## src/rtl/neighborhood_fetch_pkg.sv

```systemverilog
// Shared types and constants for the five-pixel cross-window fetcher.
// Slot order is fixed: centre, up, down, left, right.
package neighborhood_fetch_pkg;

   typedef enum logic [1:0] {
      StIdle,
      StIssue,
      StWait,
      StDone
   } state_e;

   localparam int unsigned SLOT_W = 3;

   localparam logic [SLOT_W-1:0] SLOT_C = 3'd0;
   localparam logic [SLOT_W-1:0] SLOT_U = 3'd1;
   localparam logic [SLOT_W-1:0] SLOT_D = 3'd2;
   localparam logic [SLOT_W-1:0] SLOT_L = 3'd3;
   localparam logic [SLOT_W-1:0] SLOT_R = 3'd4;

   localparam int unsigned LANE_W     = 8;
   localparam int unsigned WIN_W      = 5 * LANE_W;
   localparam int unsigned LANE_C_LSB = 32;
   localparam int unsigned LANE_U_LSB = 24;
   localparam int unsigned LANE_D_LSB = 16;
   localparam int unsigned LANE_L_LSB = 8;
   localparam int unsigned LANE_R_LSB = 0;

   // Zero never wins a max comparison against real pixels.
   localparam logic [LANE_W-1:0] DEFAULT_BORDER_VAL = 8'h00;

   function automatic int unsigned lane_lsb(input logic [SLOT_W-1:0] slot);
      int unsigned lsb;
      unique case (slot)
         SLOT_C:  lsb = LANE_C_LSB;
         SLOT_U:  lsb = LANE_U_LSB;
         SLOT_D:  lsb = LANE_D_LSB;
         SLOT_L:  lsb = LANE_L_LSB;
         default: lsb = LANE_R_LSB;
      endcase
      return lsb;
   endfunction

endpackage

```

## src/rtl/neighborhood_fetch_neighbor_addr_gen.sv

```systemverilog
// Maps the registered centre address and coordinates plus a slot index to
// that slot's byte address and whether the pixel lies inside the image.
module neighbor_addr_gen
   import neighborhood_fetch_pkg::*;
#(
   parameter int unsigned IMG_W   = 320,
   parameter int unsigned IMG_H   = 240,
   parameter int unsigned COORD_W = 10
) (
   input  logic [31:0]        center_addr,
   input  logic [COORD_W-1:0] cx,
   input  logic [COORD_W-1:0] cy,
   input  logic [SLOT_W-1:0]  slot,
   output logic [31:0]        slot_addr,
   output logic               in_bounds
);

   localparam logic [31:0] ROW_STRIDE = 32'(IMG_W);
   localparam logic [31:0] LAST_COL   = 32'(IMG_W - 1);
   localparam logic [31:0] LAST_ROW   = 32'(IMG_H - 1);

   logic [31:0] cx_ext;
   logic [31:0] cy_ext;

   assign cx_ext = 32'(cx);
   assign cy_ext = 32'(cy);

   always_comb begin
      slot_addr = center_addr;
      in_bounds = 1'b1;
      unique case (slot)
         SLOT_C: begin
            slot_addr = center_addr;
            in_bounds = 1'b1;
         end
         SLOT_U: begin
            slot_addr = center_addr - ROW_STRIDE;
            in_bounds = (cy_ext != 32'd0);
         end
         SLOT_D: begin
            slot_addr = center_addr + ROW_STRIDE;
            in_bounds = (cy_ext < LAST_ROW);
         end
         SLOT_L: begin
            slot_addr = center_addr - 32'd1;
            in_bounds = (cx_ext != 32'd0);
         end
         SLOT_R: begin
            slot_addr = center_addr + 32'd1;
            in_bounds = (cx_ext < LAST_COL);
         end
         default: begin
            slot_addr = center_addr;
            in_bounds = 1'b0;
         end
      endcase
   end

endmodule

```

## src/rtl/neighborhood_fetch.sv

```systemverilog
// Fetches a centre pixel and its four cross neighbours byte-by-byte from image
// memory, substitutes a border value off-image, and presents the packed window.
module neighborhood_fetch
   import neighborhood_fetch_pkg::*;
#(
   parameter int unsigned        IMG_W      = 320,
   parameter int unsigned        IMG_H      = 240,
   parameter int unsigned        COORD_W    = 10,
   parameter logic [LANE_W-1:0]  BORDER_VAL = DEFAULT_BORDER_VAL
) (
   input  logic               clk,
   input  logic               rst_n,
   input  logic               start,
   input  logic [31:0]        base_addr,
   input  logic [COORD_W-1:0] cx,
   input  logic [COORD_W-1:0] cy,
   output logic               busy,
   output logic               mem_rd,
   output logic [31:0]        mem_addr,
   input  logic               mem_ack,
   input  logic [7:0]         mem_rdata,
   output logic               win_valid,
   input  logic               win_ready,
   output logic [WIN_W-1:0]   window
);

   state_e              state_q, state_d;
   logic [SLOT_W-1:0]   slot_q, slot_d;
   logic [31:0]         center_q, center_d;
   logic [COORD_W-1:0]  cx_q, cx_d;
   logic [COORD_W-1:0]  cy_q, cy_d;
   logic                mem_rd_q, mem_rd_d;
   logic [31:0]         mem_addr_q, mem_addr_d;
   logic [WIN_W-1:0]    window_q, window_d;

   logic [31:0]         slot_addr;
   logic                in_bounds;
   logic                lane_we;
   logic [LANE_W-1:0]   lane_data;

   neighbor_addr_gen #(
      .IMG_W   (IMG_W),
      .IMG_H   (IMG_H),
      .COORD_W (COORD_W)
   ) u_addr_gen (
      .center_addr (center_q),
      .cx          (cx_q),
      .cy          (cy_q),
      .slot        (slot_q),
      .slot_addr   (slot_addr),
      .in_bounds   (in_bounds)
   );

   always_comb begin
      state_d    = state_q;
      slot_d     = slot_q;
      center_d   = center_q;
      cx_d       = cx_q;
      cy_d       = cy_q;
      mem_rd_d   = mem_rd_q;
      mem_addr_d = mem_addr_q;
      window_d   = window_q;
      lane_we    = 1'b0;
      lane_data  = BORDER_VAL;

      unique case (state_q)
         StIdle: begin
            if (start) begin
               cx_d     = cx;
               cy_d     = cy;
               center_d = base_addr + 32'(cy) * 32'(IMG_W) + 32'(cx);
               slot_d   = SLOT_C;
               state_d  = StIssue;
            end
         end
         StIssue: begin
            if (in_bounds) begin
               mem_rd_d   = 1'b1;
               mem_addr_d = slot_addr;
               state_d    = StWait;
            end else begin
               lane_we   = 1'b1;
               lane_data = BORDER_VAL;
            end
         end
         StWait: begin
            // Qualify with mem_rd so a stray ack can never complete a slot.
            if (mem_ack && mem_rd_q) begin
               lane_we   = 1'b1;
               lane_data = mem_rdata;
               mem_rd_d  = 1'b0;
            end
         end
         StDone: begin
            if (win_ready) begin
               state_d = StIdle;
            end
         end
         default: begin
            state_d = StIdle;
         end
      endcase

      if (lane_we) begin
         window_d[lane_lsb(slot_q) +: LANE_W] = lane_data;
         if (slot_q == SLOT_R) begin
            state_d = StDone;
         end else begin
            slot_d  = slot_q + 3'd1;
            state_d = StIssue;
         end
      end
   end

   always_ff @(posedge clk or negedge rst_n) begin
      if (!rst_n) begin
         state_q    <= StIdle;
         slot_q     <= SLOT_C;
         center_q   <= '0;
         cx_q       <= '0;
         cy_q       <= '0;
         mem_rd_q   <= 1'b0;
         mem_addr_q <= '0;
         window_q   <= '0;
      end else begin
         state_q    <= state_d;
         slot_q     <= slot_d;
         center_q   <= center_d;
         cx_q       <= cx_d;
         cy_q       <= cy_d;
         mem_rd_q   <= mem_rd_d;
         mem_addr_q <= mem_addr_d;
         window_q   <= window_d;
      end
   end

   assign busy      = (state_q != StIdle);
   assign win_valid = (state_q == StDone);
   assign mem_rd    = mem_rd_q;
   assign mem_addr  = mem_addr_q;
   assign window    = window_q;

endmodule

```

## config.mk

```make
export PLATFORM = sky130hd
export DESIGN_NAME = neighborhood_fetch
export DESIGN_NICKNAME = d
export VERILOG_FILES = /design/src/rtl/neighborhood_fetch_pkg.sv /design/src/rtl/neighborhood_fetch_neighbor_addr_gen.sv /design/src/rtl/neighborhood_fetch.sv
export SDC_FILE = /design/constraint.sdc
export NUM_CORES = 1
export LEC_CHECK = 0
export CAP_MARGIN = 20
export CORE_MARGIN = 2
export CORE_UTILIZATION = 57
export DETAILED_ROUTE_END_ITERATION = 8
export GPL_TIMING_DRIVEN = 0
export PLACE_DENSITY = 0.91
export SLEW_MARGIN = 20
export SYNTH_ARGS = -nofsm -noshare
export SYNTH_HDL_FRONTEND = slang
export SYNTH_SLANG_ARGS = --single-unit
```

## constraint.sdc

```tcl
create_clock -name clk -period 4.58 [get_ports clk]
set_input_delay 0.458 -clock clk [delete_from_list [all_inputs] [get_ports clk]]
set_output_delay 0.458 -clock clk [all_outputs]
set_load 0.02 [all_outputs]
```

# Yosys cells after proc, flatten, opt, wreduce, memory -nomap -nowiden
# Cells that the tools add are included.
[totals] in_bits=65 word_cells=68 reg_bits=130 out_inout_bits=75
[op_classes] mux=23 add_sub_neg=8 n_lt_le_gt_ge=2 n_mul=1 n_reduce_logical=12 shift=2 eq_ne=12
[ops] cell="one-hot mux 32 bit (4 select lines)" n=1
[ops] cell="nonzero test 32 bit" n=2
[ops] cell="bitwise mux 40 bit" n=1
[ops] cell="variable shift 8 x 34 -> 40 bit, first input constant" n=1
[ops] cell="indexed part select 8 x 34 -> 40 bit" n=1
[ops] cell="negator 32 -> 34 bit" n=1
[ops] cell="adder 32 x 1 -> 32 bit, second input constant" n=1
[ops] cell="adder 32 x 10 -> 32 bit" n=1
[ops] cell="adder 32 x 19 -> 32 bit" n=1
[ops] cell="adder 32 x 9 -> 32 bit, second input constant" n=1
[ops] cell="2-to-1 mux 32 bit" n=1
[ops] cell="subtractor 32 x 1 -> 32 bit, second input constant" n=1
[ops] cell="subtractor 32 x 9 -> 32 bit, second input constant" n=1
[ops] cell="one-hot mux 6 bit (4 select lines)" n=1
[ops] cell="2-to-1 mux 8 bit" n=2
[ops] cell="multiplier 10 x 3 -> 13 bit, second input constant" n=1
[ops] cell="2-to-1 mux 3 bit" n=4
[ops] cell="< comparator 10 x 8 -> 1 bit, second input constant" n=1
[ops] cell="< comparator 10 x 9 -> 1 bit, second input constant" n=1
[ops] cell="2-to-1 mux 2 bit" n=5
[ops] cell="== test 3 x 2 -> 1 bit, second input constant" n=2
[ops] cell="!= test 3 bit, second input constant" n=2
[ops] cell="one-hot mux 2 bit (3 select lines)" n=1
[ops] cell="one-hot mux 1 bit (5 select lines)" n=1
[ops] cell="17 further kinds" n=25

# Logic depth before layout (Yosys ltp)
[depth] depth_word=8 depth_mapped=21 ltp_nobuf=21

# Hierarchy
# Synthesis repeated with hierarchy kept, for this count alone.
[unflattened] hier_cells=1162 hier_area_um2=10892.9
[modules_own_cells] mod="neighborhood_fetch" cells_per_inst=642 n_inst=1 area_per_inst_um2=7270.7 seq_area_each_um2=3253.1
[modules_own_cells] mod="neighbor_addr_gen" cells_per_inst=520 n_inst=1 area_per_inst_um2=3622.2 seq_area_each_um2=0.0

# Worst setup path before layout
# OpenSTA, ideal clock, no wires.
[synth_timing] kind="input-to-reg" from="in cy[2]" to="reg center_q[21]" path_buffers=0 arrival_time_ps=3961 required_time_ps=4445 path_slack_ps=483 path_stages=17 setup_time_ps=135 cell_sequence="ha_1 ha_1 a21o_1 a21oi_1 xnor2_1 ha_1 ha_1 a21o_1 a211o_1 o32ai_1 a31oi_1 a2111oi_0 o21ai_0 o311a_1 nand2_1 xor2_1 o21ai_0"
[synth_between] elab_chain_cells=3
[synth_rtl] element="start, declared" line_no="neighborhood_fetch.sv:16" source="input logic [COORD_W-1:0] cy,"
[synth_rtl] element="multiplier 10 x 3 -> 13 bit" line_no="neighborhood_fetch.sv:71" source="center_d = base_addr + 32'(cy) * 32'(IMG_W) + 32'(cx);"
[synth_rtl] element="adder 32 x 19 -> 32 bit" line_no="neighborhood_fetch.sv:71"
[synth_rtl] element="adder 32 x 10 -> 32 bit" line_no="neighborhood_fetch.sv:71"
[synth_rtl] element="end signal, assigned" line_no="neighborhood_fetch.sv:128" source="center_q <= center_d;"
[synth_rtl] element="end, declared" line_no="neighborhood_fetch.sv:29" source="logic [31:0] center_q, center_d;"
# No other way between the ends.
# A chain may end at the register's enable or synchronous reset.

# Final worst setup path
[layout_timing] from="in cy[4]" to="reg center_q[25]"
# Same word-level chain as after synthesis.

==> impl_results.md <==
- Initial antenna violation count: 0
- Finished Cell Area: 0.01278 mm²
- Die area: 0.01923 mm²
- Share of the synthesized area in the top cell type: 31.46%
- Peak VDD IR: 0.4464 mV
- Top post-synthesis cells by count: nand2_1, dfrtp_1, o21ai_0
- Post-DP HPWL: 22940 µm
- Routed via count: 10150
- Final Power: 10.40 mW
- Crit. End Element: flip-flop
- Skew final: 0.009997 ns
- Peak Freq: 226.1 MHz
- Net count after synthesis: 1378
- Share of layout cells above drive strength 1: 8.065%
- Status: completed
- Mux cell area share after synthesis: 4.223%
- Hold WS: 0.3933 ns
- Max FO, Critical Path: 6
- HP Class: in2reg
- Final setup viols: 0
- Slew HR: 30.95%
- Compound-Gate Fraction of Synth Area: 23.26%
- # clock sinks: 130
- Final GP Congestion: 0.9778
- Syn Inst Count: 1190
- Post-Place Cells: 1559
- Syn-to-layout area delta: 23.56%
- Core Area: 0.01790 mm²
- Worst path arrival time: 4.72 ns
- Die Wd: 138.7 µm
- DP Area: 0.01205 mm²
- Ys async rst share: 100.0%
- Area contributors post-synth: dfrtp_1, ha_1, o21ai_0, nand2_1, a21oi_1
- Largest family of logic cells by synthesized area: compound AO/OA/AOI/OAI gates
- Port bufs: 139
- Reg clk slew, reported paths: 0.07 ns
- Power Dens Cells: 814.0 mW/mm²
- H-tree depth: 4
- Largest net degree at the start of global routing: 87
- Yosys cell types: 78
- Main synth FF type: dfrtp_1
- Starting Density: 57.76%
- Syn Std Cell Area: 0.01034 mm²
- Vias in the first global route: 9853
- WL final: 31710 µm
- Final Hold Vio Count: 0
- CTS buffer count: 17
- Yosys top cell by area: dfrtp_1
- Root buf cell: clkbuf_16
- Final nets: 1539
- Yosys warns: 0
- GRT Total Usage: 32.43%
- Adder-cell share of the synthesized area: 15.46%
- Iter 0 DRT Violations: 1056
- Synthesized area per cell: 8.689 µm²
- Finished Core Util: 71.37%
- Routed wire per std cell: 19.90 µm
- Most common cell in the synthesized netlist: nand2_1
- Clk Latency, worst-skew pair: 0.44 ns
- First-pass GRT wire length: 50340 µm
- Worst-Margin Slew: 1.032 ns
- CTS tree: built
- Post-synth EDFFs: 0
- DRT antenna net count: 0
- Crit path kind: in2reg
- Crit share post-route: 96.57%
- Tmin final: 4.423 ns
- ANT cells: 0
- Simple-Gate Fraction of Synth Area: 15.94%
- DR DRC count: 0
- Critical path startpoint category: input port
- Std cell rows: 49
- Leakage power figure: 5.703 nW
- Gr ovfl total: 0
- Flops & latches, synth: 130
- Cell Count, Final, Fillers Out: 1593
- Worst Path Required: 4.87 ns
- # Max-Cap Violations: 0
- Via-to-Cell Ratio: 6.371
- DR pass1 iterations: 6
- Register area share after synthesis: 31.46%
- Longest Clk Path Bufs: 2
- IO Pins: 140
- Final Max Slew Viols: 0
- Synth Area in XOR/XNOR: 5.929%
- Die Ht: 138.7 µm
[worst max-delay path, cell delays in order]
cell and delay, ns:
clkdlybuf4s50_1 0.53, ha_1 0.28, ha_1 0.30, a21o_1 0.20
a21oi_2 0.16, xnor2_1 0.14, ha_1 0.29, ha_4 0.27
a21o_1 0.22, a211o_1 0.33, nor2_1 0.20, a31oi_2 0.21
a2111oi_4 0.36, o21ai_0 0.14, o311a_1 0.23, nand2_1 0.13
xor2_1 0.15, o21ai_0 0.10
[registers in the layout, summed over array words and instances (netlist names), named ones only]
name      flops
center_q     32
cx_q         10
cy_q         10
mem_addr     32
mem_rd        1
slot_q        2
state_q       2
window       40
[area by class of cell]
type | instances | area (µm²)
Sequential cell | 130 | 3253
Tap cell | 229 | 286.5
Fill cell | 1295 | 5126
Buffer | 44 | 193.9
Multi-Input combinational cell | 965 | 6788
Clock inverter | 15 | 186.4
Clock buffer | 17 | 425.4
Inverter | 51 | 191.4
Timing Repair Buffer | 142 | 1451
[what timing repair did]
item	CTS	global route
hold endpoints to repair	44	0
setup buffers	0	1
setup endpoints to repair	12	17
resized for setup	5	15
hold buffers	1	0
pin swaps	0	4
[routing by layer]
layer	part of all wire (%)	wire, µm	GRT usage [%]	up-vias
met1	41	12870	40.84	4861
met2	48	15300	54.98	536
met3	7.5	2380	5.559	107
li1	-	-	-	4645
met5	0	0	0	-
met4	3.6	1154	14.67	0
[logic make-up (layout without fill, tap and decap cells)]
| kind of cell | count (synthesis) | after routing |
|---|---|---|
| AO/OA/AOI/OAI | 377 | 377 |
| AND/OR/NAND/NOR | 356 | 356 |
| flip-flops | 130 | 130 |
| adder cells (fa/ha/maj) | 123 | 123 |
| buffers and inverters | 95 | 269 |
| XOR/XNOR | 70 | 70 |
| multiplexers | 39 | 39 |
[where the power goes]
group          internal (mW)  leakage, nW  switching, mW
sequential              1.57         1.67          0.404
combinational           2.88         3.73           4.12
clock                  0.742        0.297          0.681
[through the flow]
| step | setup WS, ns | TNS, ns |
|---|---|---|
| 5_1_grt | -0.04940 | -0.1537 |
| 3_3_place_gp | -2.021 | -265.99 |
| 3_5_place_dp | -0.6081 | -6.244 |
| 6_report | 0.1569 | 0 |
| 2_1_floorplan | 0.4835 | 0 |
| 4_1_cts | 0.02726 | 0 |
[cell usage in the layout (no fill, tap or decap), types with 14 or more instances in the layout]
cell type / n
inv_1: 51
nand3_1: 30
nor2_1: 69
nor2b_1: 17
clkdlybuf4s50_1: 134
a21oi_1: 87
nand2_1: 153
xnor2_1: 40
mux2_2: 37
clkbuf_1: 36
nand2b_1: 15
xor2_1: 30
o21ai_0: 126
dfrtp_1: 130
clkbuf_16: 17
a21o_1: 34
nor3_1: 14
ha_1: 112
a221oi_1: 25
[path summary, 6_finish.rpt]
kind	startpoint	end	slack (ns)	cells past startpoint
setup / recovery	cy[4]	center_q[25]	0.16	18
hold / removal	cy[2]	cy_q[2]	0.39	2
setup reg to reg	slot_q[0]	window[38]	0.19	13
hold reg to reg	mem_addr[18]	mem_addr[18]	0.48	2
max in group asynchronous	rst_n	asynchronous set/reset pin	3.34	3
min in group asynchronous	rst_n	mem_addr[17]	0.50	2
Note: power is estimated with default switching activity, not from simulation.
